--- src/rtl/mul_alu.sv ---
`default_nettype none
// +----------------------------------------------------------------------------+
// | Module      : mul_alu                                                      |
// | Description : EX-stage ALU. Add/sub/and/or finish in one cycle; multiply   |
// |               is an iterative shift-add sequence with a valid/ready/done   |
// |               handshake. Optional macro: MUL_EARLY_EXIT_EN.                |
// | Revision    : 1.0 - initial release                                        |
// +----------------------------------------------------------------------------+
module mul_alu #(
   parameter int WIDTH = 32
) (
   input  logic             clk_i,
   input  logic             rst_i,
   input  logic             valid_i,
   output logic             ready_o,
   input  logic [3:0]       ALUCtrl_i,
   input  logic [WIDTH-1:0] data1_i,
   input  logic [WIDTH-1:0] data2_i,
   output logic [WIDTH-1:0] data_o,
   output logic             zero_o,
   output logic             done_o
);

   localparam int             c_cnt_w   = $clog2(WIDTH + 1);
   localparam logic [c_cnt_w-1:0] c_cnt_last = c_cnt_w'(WIDTH);
   localparam logic [c_cnt_w-1:0] c_cnt_one  = c_cnt_w'(1);

   localparam logic [3:0] c_op_and = 4'b0000;
   localparam logic [3:0] c_op_or  = 4'b0001;
   localparam logic [3:0] c_op_add = 4'b0010;
   localparam logic [3:0] c_op_mul = 4'b0011;
   localparam logic [3:0] c_op_sub = 4'b0110;

   typedef enum logic [0:0] {
      S_IDLE = 1'b0,
      S_MUL  = 1'b1
   } state_t;

   state_t               r_state;
   logic                 r_ready;
   logic                 r_done;
   logic                 r_zero;
   logic [WIDTH-1:0]     r_data;
   logic [WIDTH-1:0]     r_acc;
   logic [WIDTH-1:0]     r_mcand;
   logic [WIDTH-1:0]     r_mplier;
   logic [c_cnt_w-1:0]   r_count;

   logic                 w_accept;
   logic                 w_mul_finish;
   logic [WIDTH-1:0]     w_alu_res;

   assign w_accept = valid_i && r_ready;

   always_comb begin
      w_alu_res = data1_i + data2_i;
      case (ALUCtrl_i)
         c_op_and: w_alu_res = data1_i & data2_i;
         c_op_or:  w_alu_res = data1_i | data2_i;
         c_op_sub: w_alu_res = data1_i - data2_i;
         default:  w_alu_res = data1_i + data2_i;
      endcase
   end

`ifdef MUL_EARLY_EXIT_EN
   // Stop once every remaining multiplier bit is zero, but always run one step.
   assign w_mul_finish = (r_count == c_cnt_last) ||
                         ((r_mplier == '0) && (r_count != '0));
`else
   assign w_mul_finish = (r_count == c_cnt_last);
`endif

   always_ff @(posedge clk_i) begin
      if (!rst_i) begin
         r_state  <= S_IDLE;
         r_ready  <= 1'b1;
         r_done   <= 1'b0;
         r_zero   <= 1'b1;
         r_data   <= '0;
         r_acc    <= '0;
         r_mcand  <= '0;
         r_mplier <= '0;
         r_count  <= '0;
      end else begin
         r_done <= 1'b0;
         case (r_state)
            S_IDLE: begin
               if (w_accept) begin
                  if (ALUCtrl_i == c_op_mul) begin
                     r_state  <= S_MUL;
                     r_ready  <= 1'b0;
                     r_acc    <= '0;
                     r_mcand  <= data1_i;
                     r_mplier <= data2_i;
                     r_count  <= '0;
                  end else begin
                     r_data <= w_alu_res;
                     r_zero <= (w_alu_res == '0);
                     r_done <= 1'b1;
                  end
               end
            end
            S_MUL: begin
               // The write-back edge comes one edge after the last shift-add step.
               if (w_mul_finish) begin
                  r_data  <= r_acc;
                  r_zero  <= (r_acc == '0);
                  r_done  <= 1'b1;
                  r_ready <= 1'b1;
                  r_state <= S_IDLE;
               end else begin
                  if (r_mplier[0]) begin
                     r_acc <= r_acc + r_mcand;
                  end
                  r_mcand  <= r_mcand << 1;
                  r_mplier <= r_mplier >> 1;
                  r_count  <= r_count + c_cnt_one;
               end
            end
            default: begin
               r_state <= S_IDLE;
               r_ready <= 1'b1;
            end
         endcase
      end
   end

   assign ready_o = r_ready;
   assign done_o  = r_done;
   assign data_o  = r_data;
   assign zero_o  = r_zero;

endmodule
`default_nettype wire

--- config.mk ---
export PLATFORM = sky130hd
export DESIGN_NAME = mul_alu
export DESIGN_NICKNAME = d
export VERILOG_FILES = /design/src/rtl/mul_alu.sv
export SDC_FILE = /design/constraint.sdc
export NUM_CORES = 1
export LEC_CHECK = 0
export CAP_MARGIN = 0
export CORE_ASPECT_RATIO = 2
export CORE_UTILIZATION = 53
export CTS_CLUSTER_DIAMETER = 80
export CTS_CLUSTER_SIZE = 20
export DETAILED_ROUTE_END_ITERATION = 6
export PLACE_DENSITY = 0.78
export SLEW_MARGIN = 0
export SYNTH_ARGS = -nofsm -noshare
export SYNTH_HDL_FRONTEND = slang
export SYNTH_SLANG_ARGS = --single-unit
--- constraint.sdc ---
create_clock -name clk_i -period 5.22 [get_ports clk_i]
set_clock_uncertainty 0.05 [all_clocks]
set_input_delay 0.522 -clock clk_i [delete_from_list [all_inputs] [get_ports clk_i]]
set_output_delay 0.522 -clock clk_i [all_outputs]
set_load 0.02 [all_outputs]
**Yosys cells after proc, flatten, opt, wreduce, memory -nomap -nowiden**

Cells that the tools add are included.

- Bitwise logic cells: 3
- Equal/unequal tests: 10
- Reduce and logical (&&, ||, !) cells: 8
- Add/subtract/negate cells: 4
- Muxes and demuxes: 38

Operators with widths:

| kind | count |
|---|---|
| two-way mux 32 bit | 13 |
| case mux 32 bit (2 select lines) | 4 |
| case mux 32 bit (3 select lines) | 1 |
| adder 32 bit | 2 |
| logical NOT 32 bit | 2 |
| AND 32 bit | 1 |
| bitwise OR 32 bit | 1 |
| subtractor 32 bit | 1 |
| two-way mux 6 bit | 3 |
| two-way mux 1 bit | 12 |
| case mux 6 bit (2 select lines) | 1 |
| AND reduction 3 bit | 3 |
| != test 2 bit (second input constant) | 4 |
| case mux 1 bit (2 select lines) | 4 |
| adder 6 x 1 -> 6 bit (second input constant) | 1 |
| == test 6 bit (second input constant) | 1 |
| == test 4 x 1 -> 1 bit (second input constant) | 1 |
| == test 4 x 2 -> 1 bit (second input constant) | 1 |
| == test 4 x 3 -> 1 bit (second input constant) | 1 |
| logical NOT 4 bit | 1 |
| != test 2 x 1 -> 1 bit (second input constant) | 2 |
| AND reduction 4 bit | 1 |
| logical AND 1 bit | 1 |
| NOT 1 bit | 1 |

- Flip-flop bits (word level): 138
- Output and inout port bits: 35
- Bits of input ports: 71

**Longest topological paths before layout**

Gate-level depths: netlist of run 1.

- Word-level depth: 6
- Mapped depth: 21
- Depth with buffers taken out: 20

**Worst setup path after synthesis of run 1**

OpenSTA, ideal clock, no wires.

- Path kind: input port to flip-flop
- Start point: input ALUCtrl_i[0]
- End point: register r_zero, in the netlist zero_o
- Setup time: 0.074 ns
- Setup slack: 0.334 ns
- Cell stages on the path: 21
- Data required time: 5.096 ns
- Arrival time: 4.761 ns
- Cell sequence: clkbuf_1 -> clkbuf_1 -> buf_1 -> nand3b_1 -> clkbuf_1 -> o31ai_1 -> xor2_1 -> ha_1 -> buf_6 -> a211oi_2 -> o21bai_1 -> o31a_1 -> a221o_1 -> a31oi_4 -> o21ai_2 -> xor2_1 -> a2111oi_2 -> and4_1 -> and4b_1 -> nand3_1 -> a31oi_1

- Longest elaborated chain between the ends: 6
- Elaborated cells between the ends (all ways): 11
- Classes of those cells: 4 x eq/ne; 4 x mux; 3 x reduce/logical

Ends and longest elaborated chain:

| element | line | source |
|---|---|---|
| start: declaration | 16 | `input logic [3:0] ALUCtrl_i,` |
| == test 4 x 3 -> 1 bit, or another cell as far along | 57 | `case (ALUCtrl_i)` |
| case mux 32 bit (3 select lines) | 57 |  |
| logical NOT 32 bit | 98 | `r_zero <= (w_alu_res == '0);` |
| two-way mux 1 bit | 89 | `if (ALUCtrl_i == c_op_mul) begin` |
| two-way mux 1 bit | 88 | `if (w_accept) begin` |
| case mux 1 bit (2 select lines) | 86 | `case (r_state)` |
| end signal: assignment | 98 |  |
| end signal: assignment | 107 | `r_zero <= (r_acc == '0);` |
| end: declaration | 42 | `logic r_zero;` |

Parallel ways exist; a longest one is shown, timed or not. The select of a mux whose other input is x is not followed.
A chain may end at the register's enable or synchronous reset.

**Final worst setup path of run 1**

- Start point: input ALUCtrl_i[1]
- End point: register r_zero, in the netlist zero_o

The elaborated chain is that of the path after synthesis.

==> impl_metrics.ini, run 1 <==
[run_status]
outcome = completed

[power_and_ir_drop]
power.share.combinational_pct = 27.2
ir_worst_vdd_mv = 0.2308
switching_share_pct = 29.78
pwr-share-seq_pct = 32.6
internal_power_mw = 2.468
power_mw = 3.514
cellPowerDensity_nw_per_um2 = 274.1
clkPwrFrac_pct = 40.2
p_switching_mw = 1.047
p_leak_nw = 4.985

[cts]
cts_buffers = 17
clkTransAtPathRegs_ps = 60
htreeDepth = 4
clock_sinks = 138
cts_root_buffer = clkbuf_16
tritoncts = done
clock_path_buffers = 2
clkLatencyLatePin_ps = 430
cts_hold_buf = 0

[timing]
whs_ps = 400.3
fmax_mhz = 202.5
fin_crit_sh_pct = 94.59
fin_crit_ps = 4938
setup_viol = 0
worst_pin_slew_ps = 1214
slew_headroom_pct = 18.47
finalHoldViolations = 0
finalMaxSlewViolations = 0

[floorplan]
fp.dieW_um = 100.7
ioPinCount = 106
fp.dieArea_sq_um = 20080
num_rows = 71
start_util_pct = 54.57
dieHeight_um = 199.4
core_sq_um = 18920

[drt]
vias = 10660
via_per_inst = 6.095
antenna_left = 0
drc_errors = 0
first_pass_iters = 5
wl_per_cell_um = 18.18
drtIter0Drc = 573
finalWirelength_um = 31790

[worst_setup_path]
cp.required_ps = 5530
path_cells = clkdlybuf4s50_1, nor2b_1, buf_4, nand3b_1, buf_4, nand2_1, o21ai_0, buf_4, fa_1, nor2b_1, o21bai_1, buf_4, nand2_1, a21oi_1, xnor2_1, a21oi_1, nand4_1, nor4b_1, buf_4, and4_1, and4b_1, nand3_1, a31oi_1
cp_slowest_cell = nor4b_1
critPathKind = in2reg
cp-start-kind = primary input
cpMostUsedCell = buf_4
path_max_fanout = 4
cpPeakStageDelay_ps = 590
arrival_ps = 5250
worstSetupEndpointType = flop

[global_routing]
grt_pass1_wl_um = 50700
grt_max_degree = 88
antenna_found_initial = 0
track_usage_pct = 32.52
grt_pass1_vias = 10290
grt_overflow = 0

[synth]
synth_nets = 1482
dominantRegCellSynth = dfxtp_1
netlist_instances = 1342
ys_types = 71
synth_edf_count = 0
avgSynthCellArea_sq_um = 7.694
syn_area_sq_um = 10320
yosys_warnings = 0
ys_seq_area_share_pct = 26.76
async_flop_share_pct = 0
ys_ff_latch = 138

[cells_and_area]
final_cells = 1749
fin_area_sq_um = 12820
drive_gt1_share_pct = 9.839
finalNetCount = 1621
diodes = 0
area_delta_synth_final_pct = 24.20
ff_latch_area_sq_um = 2766
fin_util_pct = 67.77
multi_input_area_sq_um = 7201
fill_cells = 1638

[placement]
dpl-instance-area_sq_um = 12130
place_inst = 1717
dp_hpwl_um = 23970
portBuffers = 105
gp_congestion = 0.9572

[hold_path]
hold_class = reg2reg

[flow_run]
cap_violations = 0
-- cells in the mapped netlist (11+ instances only) --
| cell type | n | area [sq um] |
|---|---|---|
| maj3_1 | 20 | 200.2 |
| nor2_1 | 156 | 585.6 |
| nor3_1 | 22 | 110.1 |
| mux2i_1 | 61 | 610.6 |
| o21ai_0 | 86 | 430.4 |
| dfxtp_1 | 138 | 2763 |
| inv_1 | 22 | 82.58 |
| o21bai_1 | 12 | 90.09 |
| a21o_1 | 21 | 157.7 |
| xor2_1 | 45 | 394.1 |
| o211ai_1 | 22 | 165.2 |
| nand3_1 | 35 | 175.2 |
| a211oi_1 | 65 | 488.0 |
| ha_1 | 67 | 838.3 |
| a21oi_1 | 129 | 645.6 |
| nand2b_1 | 11 | 68.82 |
| nand4_1 | 16 | 100.1 |
| a31oi_1 | 15 | 93.84 |
| nand2_1 | 144 | 540.5 |
| clkbuf_1 | 69 | 259.0 |
| xnor2_1 | 43 | 376.6 |
-- sequential cells by signal (all words and copies together), names as in the netlist --
register,flops
r_mplier,32
data_o,32
ready_o,1
r_mcand,32
r_count,6
r_acc,32
r_state,1
zero_o,1
done_o,1
-- path summary, 6_finish.rpt --
kind              slack [ps]  depth (start not counted)              startpoint                     end
setup reg to reg        1500                         13   r_acc[1]$_SDFFE_PN0P_  r_acc[31]$_SDFFE_PN0P_
hold / removal           400                          2  data_o[2]$_SDFFE_PN0P_  data_o[2]$_SDFFE_PN0P_
hold reg to reg          400                          2  data_o[2]$_SDFFE_PN0P_  data_o[2]$_SDFFE_PN0P_
setup / recovery         280                         23            ALUCtrl_i[1]     zero_o$_SDFFE_PN1P_
-- cell usage in the layout (no fill, tap or decap), types with 7 or more instances in the layout --
cell type / count
a31oi_1: 15
buf_4: 93
inv_1: 22
nor4_1: 9
nor2_1: 155
maj3_1: 20
a21o_1: 21
mux2i_1: 61
o21a_1: 9
a21oi_1: 129
a211oi_1: 65
nand3_1: 35
o21ai_0: 84
nor2b_1: 8
nand2_1: 143
dfxtp_1: 137
or3_1: 10
o21bai_1: 12
ha_1: 67
nor3_1: 21
clkdlybuf4s50_1: 104
nand4_1: 16
o211ai_1: 22
nand2b_1: 11
clkbuf_16: 17
a22oi_1: 10
xnor2_1: 43
xor2_1: 45
and3_1: 7
-- stage by stage --
step | TNS (ps) | setup WS [ps]
2_1_floorplan | 0 | 334.4
3_3_place_gp | -110.8 | -110.8
3_5_place_dp | -208.8 | -202.5
4_1_cts | 0 | 221.4
5_1_grt | -3.716 | -3.716
6_report | 0 | 282.4
-- power groups by stage --
stage                     Combinational [mW]  Sequential [mW]  Clock, mW
after floorplan                        0.525             1.19          0
after global placement                 0.922             1.17          0
after detailed placement               0.933             1.17          0
after CTS                              0.942             1.14       1.43
after global routing                    1.04             1.15       1.47
final                                  0.956             1.15       1.41
-- critical path, delay by kind of cell --
kind / cells / cell delay [ps]
compound gates: 5 / 860
fa+ha+maj: 1 / 400
simple gates: 10 / 1910
buf+inv: 6 / 1420
xor+xnor: 1 / 120
-- final cells by class --
class	count	area share, %
clock inverters	11	1.678
inverters	23	0.6830
multi-input cells	1102	56.15
repair buffers	199	13.76
flip-flops and latches	138	21.57
well taps	255	2.488
clock buffers	21	3.669
-- cell families (layout without fill, tap and decap cells) --
family          Yosys count  in the layout  share of synthesized area [%]
simple gates            440            440                          19.20
flops                   138            138                          26.76
xor+xnor                 88             88                          7.465
compound gates          424            424                          26.42
buf+inv                 102            254                          3.805
mux                      61             61                          5.914
fa+ha+maj                89             89                          10.45
-- metal layers --
layer | wire [um] | GRT usage (%) | part of all wire, % | vias up
met4 | 1965 | 20.83 | 6.2 | 0
met3 | 1424 | 4.232 | 4.5 | 130
li1 | - | - | - | 5161
met2 | 15990 | 57.84 | 50 | 381
met5 | 0 | 0 | 0 | -
met1 | 12410 | 35.80 | 39 | 4988
-- repair_timing --
| action | CTS | global route |
|---|---|---|
| resized for setup | 0 | 4 |
| hold endpoints to repair | 0 | 0 |
| setup buffers | 0 | 0 |
| setup endpoints to repair | 0 | 1 |
Note: power is estimated with default switching activity, not from simulation.
==> run 2, diff against run 1 <==
CORE_UTILIZATION = 32   (was 53)
PLACE_DENSITY = unset   (was 0.78)
==> impl_metrics.ini, run 2 (same netlist as run 1, synthesis figures left out) <==
[cts]
post_cts_buffers = 0
clkTransAtPathRegs_ps = 60
clkLatencyLatePin_ps = 450
cts_hold_buf = 0
tritoncts = done
cts_resized = 0
clock_path_buffers = 2
cts_root_buffer = clkbuf_16
htreeDepth = 4
clock_sinks = 138
cts_buffers = 17

[floorplan]
num_rows = 92
ioPinCount = 106
fp.dieW_um = 129.0
fp.dieArea_sq_um = 33030
dieHeight_um = 256.0
start_util_pct = 32.62
core_sq_um = 31660

[global_routing]
grt_pass1_wl_um = 55140
grt_overflow = 0
antenna_found_initial = 0
grt_pass1_vias = 10500
track_usage_pct = 21.77
grt_max_degree = 115

[timing]
fmax_mhz = 204.5
setup_viol = 0
finalMaxSlewViolations = 0
finalHoldViolations = 0
rsz0062_at_grt = no
fin_crit_ps = 4889
fin_crit_sh_pct = 93.67
slew_headroom_pct = 24.84
worst_pin_slew_ps = 1119
setup_tns_ps = 0

[worst_setup_path]
arrival_ps = 5220
cp_slowest_cell = clkdlybuf4s50_1
worstSetupStartpoint = data2_i[2]
cp-start-kind = primary input
path_max_fanout = 5
rr_startpoint = r_acc[1]$_SDFFE_PN0P_
cpPeakStageDelay_ps = 420
critPathKind = in2reg
cp.required_ps = 5550
path_cells = clkdlybuf4s50_1, nor2_1, nor4b_2, buf_4, nand3b_1, or3_1, buf_4, nor2_1, a21oi_1, xnor2_1, ha_1, o21ai_1, o21bai_1, o31a_1, a221o_1, a31oi_4, o21ai_2, xor2_1, a2111oi_2, and4_1, and4b_1, nand3_1, a31oi_1
worstSetupEndpointType = flop

[power_and_ir_drop]
power_mw = 3.520
p_leak_nw = 5.026
ir_worst_vdd_mv = 0.2399
cellPowerDensity_nw_per_um2 = 269.3

[drt]
first_pass_iters = 5
drc_errors = 0
drtIter0Drc = 537
antenna_left = 0
finalWirelength_um = 34890
vias = 10440
wl_per_cell_um = 18.14
via_per_inst = 5.428

[cells_and_area]
area_delta_synth_final_pct = 26.64
diodes = 0
fin_util_pct = 41.30
final_cell_mix = 155 x nor2_1, 143 x nand2_1, 137 x dfxtp_1, 129 x a21oi_1, 104 x clkdlybuf4s50_1
multi_input_area_sq_um = 7194
drive_gt1_share_pct = 10.20
fill_cells = 3223
finalNetCount = 1628
final_cells = 1923
layout_commonest_cell = nor2_1
ff_latch_area_sq_um = 2766
fin_area_sq_um = 13080

[flow_run]
cap_violations = 0

[placement]
gp_congestion = 0.9055
dp_hpwl_um = 27440
place_inst = 1892
portBuffers = 105
dpl-instance-area_sq_um = 12400

[hold_path]
holdCritStartpoint = data_o[6]$_SDFFE_PN0P_
hold_class = reg2reg

[run_status]
outcome = completed
[run 2: final timing paths]
kind	endpoint	slack, ps	cells past startpoint
worst max-delay path	zero_o$_SDFFE_PN1P_	330	23
worst min-delay path	data_o[6]$_SDFFE_PN0P_	400	2
worst max register to register	r_acc[31]$_SDFFE_PN0P_	1340	13
worst min register to register	data_o[6]$_SDFFE_PN0P_	400	2
[run 2: layout make-up]
type,instances,area share (%)
Tap cell,423,4.048
Sequential cell,138,21.16
Inverter,23,0.6699
Multi-Input combinational cell,1102,55.02
Clock inverter,14,1.856
Clock buffer,17,3.254
Timing Repair Buffer,206,13.99
[run 2: critical path, delay by kind of cell]
kind / cells / cell delay [ps]
AOI/OAI and AO/OA: 9 / 1770
xor gates and xnor gates: 2 / 310
adders and majority gates: 1 / 290
buffers and inverters: 3 / 750
and+or+nand+nor: 8 / 1560
[run 2: per-layer routing]
layer | part of all wire, % | vias to the layer above | GRT usage, %
met1 | 38 | 4920 | 22.35
met5 | 0 | - | 0
met2 | 54 | 255 | 40.87
met3 | 3.2 | 83 | 2.759
li1 | - | 5180 | -
met4 | 5.3 | 0 | 13.04
[run 2: power by group]
group | internal, mW | switching (mW) | total, mW | leakage (nW)
clock | 0.896 | 0.508 | 1.40 | 0.324
sequential | 1.11 | 0.0341 | 1.14 | 1.12
combinational | 0.437 | 0.538 | 0.975 | 3.58
[run 2: stage by stage]
step                      worst slack, ps  hold WS [ps]
after floorplan                     334.4         404.4
after global placement             -222.5         392.2
after detailed placement           -220.7         396.1
after CTS                           232.7         404.0
after global routing                34.17         423.3
final                               330.5         401.0
